===== src/rtl/tpu_pkg.sv =====
// +----------------------------------------------------------------------+
// | tpu_pkg : shared state enum, default widths, counter width helper    |
// | rev 1.0                                                              |
// +----------------------------------------------------------------------+
`default_nettype none

package tpu_pkg;

  typedef enum logic [1:0] {
    ST_IDLE  = 2'd0,
    ST_LOAD  = 2'd1,
    ST_RUN   = 2'd2,
    ST_DRAIN = 2'd3
  } state_e;

  localparam int DEF_DATA_WIDTH = 8;
  localparam int DEF_ACC_WIDTH  = 32;
  localparam int DEF_ARRAY_SIZE = 4;

  // In-flight count can reach 2N, so it needs room for 0..2N.
  function automatic int cnt_width(input int n);
    return $clog2(2 * n + 1);
  endfunction

endpackage

`default_nettype wire


===== src/rtl/pe_ws.sv =====
// +----------------------------------------------------------------------+
// | pe_ws : weight-stationary PE, psum_out = psum_in + act * weight      |
// | rev 1.0                                                              |
// +----------------------------------------------------------------------+
`default_nettype none

module pe_ws
  import tpu_pkg::*;
#(
  parameter int DATA_WIDTH = DEF_DATA_WIDTH,
  parameter int ACC_WIDTH  = DEF_ACC_WIDTH
) (
  input  logic                  clk,
  input  logic                  rst_n,
  input  logic                  i_wt_load,
  input  logic [DATA_WIDTH-1:0] i_wt,
  input  logic [DATA_WIDTH-1:0] i_act,
  input  logic [ACC_WIDTH-1:0]  i_psum,
  output logic [DATA_WIDTH-1:0] o_act,
  output logic [ACC_WIDTH-1:0]  o_psum
);

  logic signed [DATA_WIDTH-1:0]   r_wt;
  logic        [DATA_WIDTH-1:0]   r_act;
  logic        [ACC_WIDTH-1:0]    r_psum;
  logic signed [2*DATA_WIDTH-1:0] w_prod;
  logic        [ACC_WIDTH-1:0]    w_prod_ext;

  assign w_prod     = $signed(i_act) * r_wt;
  assign w_prod_ext = ACC_WIDTH'(w_prod);

  always_ff @(posedge clk or negedge rst_n) begin
    if (!rst_n) begin
      r_wt   <= '0;
      r_act  <= '0;
      r_psum <= '0;
    end else begin
      if (i_wt_load) begin
        r_wt <= i_wt;
      end
      r_act  <= i_act;
      r_psum <= i_psum + w_prod_ext;
    end
  end

  assign o_act  = r_act;
  assign o_psum = r_psum;

endmodule

`default_nettype wire


===== src/rtl/systolic_array_n.sv =====
// +----------------------------------------------------------------------+
// | systolic_array_n : NxN weight-stationary systolic matrix-vector unit |
// | rev 1.0                                                              |
// +----------------------------------------------------------------------+
`default_nettype none

module systolic_array_n
  import tpu_pkg::*;
#(
  parameter int DATA_WIDTH = DEF_DATA_WIDTH,
  parameter int ACC_WIDTH  = DEF_ACC_WIDTH,
  parameter int ARRAY_SIZE = DEF_ARRAY_SIZE
) (
  input  logic                             clk,
  input  logic                             rst_n,
  input  logic                             wt_valid,
  output logic                             wt_ready,
  input  logic [DATA_WIDTH*ARRAY_SIZE-1:0] wt_data,
  input  logic                             act_valid,
  output logic                             act_ready,
  input  logic [DATA_WIDTH*ARRAY_SIZE-1:0] act_data,
  input  logic                             act_last,
  output logic                             res_valid,
  output logic [ACC_WIDTH*ARRAY_SIZE-1:0]  res_data,
  output logic                             busy
);

  localparam int N      = ARRAY_SIZE;
  localparam int CNT_W  = cnt_width(ARRAY_SIZE);
  localparam int ROW_W  = $clog2(ARRAY_SIZE);
  localparam int VP_LEN = 2 * ARRAY_SIZE;

  state_e                     r_state;
  state_e                     w_state_nxt;
  logic                       r_wts_loaded;
  logic [ROW_W-1:0]           r_wt_row;
  logic [CNT_W-1:0]           r_inflight;
  logic [VP_LEN-1:0]          r_vpipe;
  logic [ACC_WIDTH*N-1:0]     r_res;
  logic                       w_wt_hs;
  logic                       w_act_hs;
  logic                       w_last_row;
  logic [N-1:0]               w_wt_load;

  logic [DATA_WIDTH-1:0]      w_act_in [N];
  logic [DATA_WIDTH-1:0]      w_act    [N][N+1];
  logic [ACC_WIDTH-1:0]       w_psum   [N+1][N];
  logic [ACC_WIDTH-1:0]       w_col    [N];

  // Weights win over activations in IDLE so a reload is never starved.
  always_comb begin
    wt_ready  = 1'b0;
    act_ready = 1'b0;
    case (r_state)
      ST_IDLE: begin
        wt_ready  = 1'b1;
        act_ready = r_wts_loaded & ~wt_valid;
      end
      ST_LOAD:  wt_ready  = 1'b1;
      ST_RUN:   act_ready = 1'b1;
      default: begin
        wt_ready  = 1'b0;
        act_ready = 1'b0;
      end
    endcase
  end

  assign w_wt_hs    = wt_valid & wt_ready;
  assign w_act_hs   = act_valid & act_ready;
  assign w_last_row = (r_wt_row == ROW_W'(N - 1));
  assign busy       = (r_state != ST_IDLE);
  assign res_valid  = r_vpipe[VP_LEN-1];
  assign res_data   = r_res;

  always_comb begin
    w_state_nxt = r_state;
    case (r_state)
      ST_IDLE: begin
        if (w_wt_hs) begin
          w_state_nxt = ST_LOAD;
        end else if (w_act_hs) begin
          w_state_nxt = act_last ? ST_DRAIN : ST_RUN;
        end
      end
      ST_LOAD: begin
        if (w_wt_hs && w_last_row) begin
          w_state_nxt = ST_IDLE;
        end
      end
      ST_RUN: begin
        if (w_act_hs && act_last) begin
          w_state_nxt = ST_DRAIN;
        end
      end
      ST_DRAIN: begin
        if (r_inflight == '0) begin
          w_state_nxt = ST_IDLE;
        end
      end
      default: w_state_nxt = ST_IDLE;
    endcase
  end

  always_ff @(posedge clk or negedge rst_n) begin
    if (!rst_n) begin
      r_state      <= ST_IDLE;
      r_wts_loaded <= 1'b0;
      r_wt_row     <= '0;
      r_inflight   <= '0;
      r_vpipe      <= '0;
    end else begin
      r_state <= w_state_nxt;
      // The first beat clears the flag; only the final beat sets it.
      if (w_wt_hs) begin
        r_wts_loaded <= w_last_row;
        r_wt_row     <= w_last_row ? '0 : r_wt_row + 1'b1;
      end
      case ({w_act_hs, res_valid})
        2'b10:   r_inflight <= r_inflight + 1'b1;
        2'b01:   r_inflight <= r_inflight - 1'b1;
        default: r_inflight <= r_inflight;
      endcase
      r_vpipe <= {r_vpipe[VP_LEN-2:0], w_act_hs};
    end
  end

  // Result register loads one cycle before res_valid rises.
  always_ff @(posedge clk or negedge rst_n) begin
    if (!rst_n) begin
      r_res <= '0;
    end else if (r_vpipe[VP_LEN-2]) begin
      for (int j = 0; j < N; j++) begin
        r_res[j*ACC_WIDTH +: ACC_WIDTH] <= w_col[j];
      end
    end
  end

  generate
    for (genvar i = 0; i < N; i++) begin : g_row_in
      assign w_act_in[i]  = w_act_hs ? act_data[i*DATA_WIDTH +: DATA_WIDTH] : '0;
      assign w_wt_load[i] = w_wt_hs && (r_wt_row == ROW_W'(i));

      if (i == 0) begin : g_direct
        assign w_act[0][0] = w_act_in[0];
      end else begin : g_skew
        logic [DATA_WIDTH-1:0] r_sh [i];
        always_ff @(posedge clk or negedge rst_n) begin
          if (!rst_n) begin
            for (int k = 0; k < i; k++) begin
              r_sh[k] <= '0;
            end
          end else begin
            r_sh[0] <= w_act_in[i];
            for (int k = 1; k < i; k++) begin
              r_sh[k] <= r_sh[k-1];
            end
          end
        end
        assign w_act[i][0] = r_sh[i-1];
      end
    end

    for (genvar j = 0; j < N; j++) begin : g_top_psum
      assign w_psum[0][j] = '0;
    end

    for (genvar i = 0; i < N; i++) begin : g_pe_row
      for (genvar j = 0; j < N; j++) begin : g_pe_col
        pe_ws #(
          .DATA_WIDTH (DATA_WIDTH),
          .ACC_WIDTH  (ACC_WIDTH)
        ) u_pe (
          .clk       (clk),
          .rst_n     (rst_n),
          .i_wt_load (w_wt_load[i]),
          .i_wt      (wt_data[j*DATA_WIDTH +: DATA_WIDTH]),
          .i_act     (w_act[i][j]),
          .i_psum    (w_psum[i][j]),
          .o_act     (w_act[i][j+1]),
          .o_psum    (w_psum[i+1][j])
        );
      end
    end

    // Column j leaves the array j cycles after column 0; delay to align.
    for (genvar j = 0; j < N; j++) begin : g_deskew
      if (j == N - 1) begin : g_direct
        assign w_col[j] = w_psum[N][j];
      end else begin : g_delay
        localparam int D = N - 1 - j;
        logic [ACC_WIDTH-1:0] r_dk [D];
        always_ff @(posedge clk or negedge rst_n) begin
          if (!rst_n) begin
            for (int k = 0; k < D; k++) begin
              r_dk[k] <= '0;
            end
          end else begin
            r_dk[0] <= w_psum[N][j];
            for (int k = 1; k < D; k++) begin
              r_dk[k] <= r_dk[k-1];
            end
          end
        end
        assign w_col[j] = r_dk[D-1];
      end
    end
  endgenerate

endmodule

`default_nettype wire


===== config.mk =====
export PLATFORM = sky130hd
export DESIGN_NAME = systolic_array_n
export DESIGN_NICKNAME = d
export VERILOG_FILES = /design/src/rtl/tpu_pkg.sv /design/src/rtl/pe_ws.sv /design/src/rtl/systolic_array_n.sv
export SDC_FILE = /design/constraint.sdc
export NUM_CORES = 2
export LEC_CHECK = 0
export BUFFER_PORTS_ARGS = -buffer_cell sky130_fd_sc_hd__buf_2
export CAP_MARGIN = 30
export CORE_AREA = 3 3 455 457
export CTS_CLUSTER_SIZE = 24
export DETAILED_ROUTE_END_ITERATION = 10
export DIE_AREA = 0 0 458 460
export SETUP_SLACK_MARGIN = 0.3
export SYNTH_ARGS = -nofsm -noshare
export SYNTH_HDL_FRONTEND = slang
export SYNTH_SLANG_ARGS = --single-unit

===== constraint.sdc =====
create_clock -name clk -period 16.2 [get_ports clk]
set_input_delay 2.43 -clock clk [delete_from_list [all_inputs] [get_ports clk]]
set_output_delay 2.43 -clock clk [all_outputs]
set_load 0.02 [all_outputs]

==> impl_results.html <==
<table>
<tr><th>Metric</th><th>Value</th></tr>
<tr><th colspan="2">Outcome</th></tr>
<tr><td>Run status</td><td>finished clean</td></tr>
<tr><th colspan="2">Route</th></tr>
<tr><td>Avg WL per Cell</td><td>14.7 um</td></tr>
<tr><td>DRC violation total after the first TritonRoute iteration</td><td>1,574</td></tr>
<tr><td>Vias per cell</td><td>4.54</td></tr>
<tr><td>DRT antenna net count</td><td>0</td></tr>
<tr><td>Length of the first detailed-routing pass in iterations</td><td>5</td></tr>
<tr><td>Total detailed-routing wirelength</td><td>137,000 um</td></tr>
<tr><td># DRC</td><td>0</td></tr>
<tr><td>Total via count in the routed design</td><td>42,500</td></tr>
<tr><th colspan="2">Placed design</th></tr>
<tr><td>Count of buffers from port buffering</td><td>200</td></tr>
<tr><td>Post-placement cell count</td><td>9,183</td></tr>
<tr><td>Global placement routability congestion</td><td>0.824</td></tr>
<tr><td>DPL Wire Length</td><td>113,000 um</td></tr>
<tr><th colspan="2">Logic synthesis</th></tr>
<tr><td>Number of flops mapped to enable cells by yosys</td><td>0</td></tr>
<tr><td>Yosys reg bits</td><td>759</td></tr>
<tr><td>Synthesized netlist net count</td><td>8,305</td></tr>
<tr><td>Number of cells produced by synthesis</td><td>6,432</td></tr>
<tr><td>Cell Area, Synth</td><td>0.0709 mm2</td></tr>
<tr><td>Sequential element share of the synthesized area</td><td>0.268</td></tr>
<tr><td>Share of the synthesized area in the top cell type</td><td>0.333</td></tr>
<tr><td>Number of warnings reported in the yosys synthesis log</td><td>0</td></tr>
<tr><td>Async set or reset register ratio after synthesis</td><td>1.00</td></tr>
<tr><td>Top area cells in the synthesized netlist</td><td>fa_1 33%, dfrtp_1 27%, ha_1 11%</td></tr>
<tr><td>Unique cell type count in the Yosys netlist</td><td>61</td></tr>
<tr><td>Top_reg_cell synth</td><td>dfrtp_1</td></tr>
<tr><td>Synth area leader</td><td>fa_1</td></tr>
<tr><td>Mean post-synth cell area</td><td>11.0 um2</td></tr>
<tr><th colspan="2">Floorplanning</th></tr>
<tr><td>Starting Density</td><td>0.348</td></tr>
<tr><td>Core outline area</td><td>0.204 mm2</td></tr>
<tr><td>Num rows</td><td>166</td></tr>
<tr><td>Number of top-level pins</td><td>201</td></tr>
<tr><td>Die span in x</td><td>458 um</td></tr>
<tr><td>Chip Height</td><td>460 um</td></tr>
<tr><td>Die outline area</td><td>0.211 mm2</td></tr>
<tr><th colspan="2">STA</th></tr>
<tr><td>Max-slew violation total from the final report</td><td>0</td></tr>
<tr><td>Fmax achieved</td><td>0.148 GHz</td></tr>
<tr><td>Final hold violation count</td><td>0</td></tr>
<tr><td>RSZ-0062 raised after global routing</td><td>false</td></tr>
<tr><td>Post-route minimum period</td><td>6.76 ns</td></tr>
<tr><td>Worst-margin pin slew</td><td>0.935 ns</td></tr>
<tr><td>Sum Neg Setup Slack</td><td>0 ns</td></tr>
<tr><td>Final critical-path share of the clock period</td><td>0.417</td></tr>
<tr><td>Setup Skew</td><td>0.0299 ns</td></tr>
<tr><td>Final setup viols</td><td>0</td></tr>
<tr><td>Worst slew margin</td><td>0.377</td></tr>
<tr><th colspan="2">Clock network</th></tr>
<tr><td>H-tree depth</td><td>3</td></tr>
<tr><td>Buffers inserted by post-CTS timing repair</td><td>0</td></tr>
<tr><td>Clock insertion delay at the later pin of the skew report</td><td>0.72 ns</td></tr>
<tr><td>Clock sink count</td><td>759</td></tr>
<tr><td>Gates resized, CTS repair</td><td>0</td></tr>
<tr><td>Buffer depth of the longest clock path</td><td>3</td></tr>
<tr><td>CTS tree</td><td>done</td></tr>
<tr><td>Library cell used as clock root buffer</td><td>clkbuf_16</td></tr>
<tr><td>Hold buffer count at CTS</td><td>0</td></tr>
<tr><td>Number of CTS-inserted buffers</td><td>92</td></tr>
<tr><td>Clock Pin Slew Worst Setup and Hold Paths</td><td>0.07 ns</td></tr>
<tr><th colspan="2">Worst setup path</th></tr>
<tr><td>Data required time at the worst endpoint</td><td>16.84 ns</td></tr>
<tr><td>Crit-path leading delay family</td><td>adder cells</td></tr>
<tr><td>CP max stage cell</td><td>fa_1</td></tr>
<tr><td>Source of the worst register-to-register timing path</td><td>g_pe_row[3].g_pe_col[0].u_pe.o_act[7]</td></tr>
<tr><td>Critical register-to-register path endpoint</td><td>g_pe_row[3].g_pe_col[1].u_pe.o_psum[17]</td></tr>
<tr><td>Classification of the worst setup path</td><td>input port to flip-flop</td></tr>
<tr><td>Critical Path AT</td><td>7.39 ns</td></tr>
<tr><td>Kind of launch point of the worst setup path</td><td>input port</td></tr>
<tr><td>CP Cell Sequence</td><td>buf_2 -&gt; inv_1 -&gt; a21oi_1 -&gt; nor2_1 -&gt; buf_4 -&gt; and3_1 -&gt; nand2_1 -&gt; fa_1 -&gt; inv_1 -&gt; fa_1 -&gt; fa_1 -&gt; inv_1 -&gt; fa_1 -&gt; inv_1 -&gt; ha_1 -&gt; o21ai_0 -&gt; a21oi_1 -&gt; or4_1 -&gt; a31o_1 -&gt; a21oi_1 -&gt; xnor2_1</td></tr>
<tr><td>CP bufs+invs</td><td>6</td></tr>
<tr><td>Worst-path maximum fanout</td><td>34</td></tr>
<tr><td>Depth of the worst register-to-register path</td><td>17</td></tr>
<tr><td>Biggest cell delay along the critical path</td><td>0.55 ns</td></tr>
<tr><td>Register-to-register setup slack</td><td>10.51 ns</td></tr>
<tr><td>Type of element capturing the critical path</td><td>flip-flop</td></tr>
<tr><th colspan="2">Run</th></tr>
<tr><td>Maximum capacitance violations</td><td>0</td></tr>
<tr><th colspan="2">Worst hold path</th></tr>
<tr><td>Worst hold stages</td><td>0</td></tr>
<tr><td>Sink of the worst hold path</td><td>g_deskew[0].g_delay.r_dk[71]</td></tr>
<tr><td>Launch instance of the worst min-delay path</td><td>g_pe_row[3].g_pe_col[0].u_pe.o_psum[7]</td></tr>
<tr><td>Hold WC Path Type</td><td>flip-flop to flip-flop</td></tr>
<tr><th colspan="2">GRT</th></tr>
<tr><td>Via count of the first global-routing pass</td><td>48,600</td></tr>
<tr><td>Congestion Overflow GR</td><td>0</td></tr>
<tr><td>Wire length of the first global-routing pass</td><td>241,000 um</td></tr>
<tr><td>Largest net degree at the start of global routing</td><td>151</td></tr>
<tr><td>Initial antenna violation count</td><td>8</td></tr>
<tr><td>Overall routing resource usage</td><td>0.140</td></tr>
<tr><th colspan="2">Power</th></tr>
<tr><td>Peak VDD IR</td><td>0.000127 V</td></tr>
<tr><td>Leakage dissipation</td><td>39.7 nW</td></tr>
<tr><td>Power per cell area</td><td>190 mW/mm2</td></tr>
<tr><th colspan="2">Finish</th></tr>
<tr><td>Commonest cells after routing, fill and taps aside</td><td>1,536 x inv_1, 1,181 x fa_1, 758 x dfrtp_1, 623 x ha_1, 485 x and2_1</td></tr>
<tr><td>Most common library cell in the layout ignoring fill and taps</td><td>inv_1</td></tr>
<tr><td>Layout filler cell count</td><td>19,900</td></tr>
<tr><td>Count of nets after finishing</td><td>8,465</td></tr>
<tr><td>Layout cells sized above 1</td><td>0.0906</td></tr>
<tr><td>Area grow syn2layout</td><td>10.1%</td></tr>
<tr><td>Layout Cells excl Fill</td><td>9,360</td></tr>
<tr><td>Share of the core filled with cells in the final layout</td><td>0.383</td></tr>
</table>
kinds of logic after synthesis:
| group | count (synthesis) | share of synthesized area |
|---|---|---|
| compound gates | 392 | 0.0343 |
| xor+xnor | 282 | 0.0348 |
| fa+ha+maj | 1804 | 0.443 |
| buf+inv | 1685 | 0.0920 |
| flops | 759 | 0.268 |
| mux | 208 | 0.0330 |
| simple gates | 1302 | 0.0946 |
cell type report:
type                            count  area (um2)  share of cell area
Clock inverter                     59         792              0.0102
Sequential cell                   759       19000               0.243
Timing Repair Buffer              215        1210              0.0155
Tap cell                         2688        3360              0.0431
Multi-Input combinational cell   3988       45400               0.582
Inverter                         1536        5770              0.0739
Clock buffer                      112        2500              0.0320
Antenna cell                        3        7.51           0.0000962
flip-flops by register name, summed over array words and instances (netlist names):
register                       count
r_wt_row                           2
g_deskew.g_delay.r_dk            114
r_inflight                         4
g_pe_row.g_pe_col.u_pe.o_act      96
r_state                            2
g_pe_row.g_pe_col.u_pe.o_psum    280
r_vpipe                            8
g_pe_row.g_pe_col.u_pe.r_wt      128
r_wts_loaded                       1
g_row_in.g_skew.r_sh              48
res_data                          76
where the power goes:
part / internal (mW) / switching (mW)
sequential: 2.71 / 0.716
clock: 1.32 / 0.894
combinational: 4.14 / 5.05
total: 8.18 / 6.66
how the worst max path moves through the flow:
stage          cells after the start  startpoint                                      end
3_5_place_dp                      21    wt_valid  g_pe_row[0].g_pe_col[0].u_pe.o_psum[14]
6_report                          21    wt_valid  g_pe_row[0].g_pe_col[0].u_pe.o_psum[14]
5_1_grt                           21    wt_valid  g_pe_row[0].g_pe_col[0].u_pe.o_psum[14]
4_1_cts                           21    wt_valid  g_pe_row[0].g_pe_col[0].u_pe.o_psum[14]
2_1_floorplan                     19    wt_valid  g_pe_row[0].g_pe_col[0].u_pe.o_psum[14]
3_3_place_gp                      21    wt_valid  g_pe_row[0].g_pe_col[0].u_pe.o_psum[14]
routing by layer:
metal,global-route usage,part of all wire,vias up
li1,-,-,19600
met1,0.175,0.43,22200
met2,0.252,0.51,580
met3,0.0181,0.031,188
met4,0.0365,0.026,0
met5,0,0,-
Yosys cell counts, drive strengths merged (2+ instances only):
master / number
inv: 1536
fa: 1181
dfrtp: 759
ha: 623
and2: 485
nand2: 484
xnor2: 217
mux2: 207
a21oi: 136
nand2b: 106
o21ai: 100
clkbuf: 85
nor2: 81
xor2: 65
buf: 64
a21o: 41
and3: 40
o21bai: 29
nor2b: 28
nor3: 24
a211oi: 22
nand3: 20
a31oi: 10
o21a: 10
o211ai: 7
o31ai: 7
or2: 7
or3: 7
o22ai: 6
a31o: 5
nand4: 5
or4: 5
a2111oi: 4
nor4: 4
o31a: 3
o41ai: 3
nor4b: 2
o311ai: 2
per-stage QoR:
stage	hold slack [ns]	instance area, um2	total power, mW	worst slack [ns]
after global placement	0.334	74600	12.6	8.78
after CTS	0.344	77900	15.1	9.51
after global routing	0.346	78000	16.7	9.11
final	0.341	78000	14.8	9.44
after detailed placement	0.335	74700	12.8	8.71
after floorplan	0.331	70900	10.7	9.21
worst reg2reg max path, stage by stage (launching register included):
cell and delay, ns:
dfrtp_1 0.58, nand2_1 0.53, fa_1 0.70, inv_1 0.06, fa_1 0.50, inv_1 0.06
fa_1 0.53, inv_1 0.05, fa_1 0.43, ha_1 0.29, ha_1 0.33, and3_4 0.20
a2111oi_4 0.43, nand2_1 0.11, a31oi_1 0.30, o21ai_1 0.16, o31ai_2 0.22, xnor2_1 0.15
Note: power is estimated with default switching activity, not from simulation.
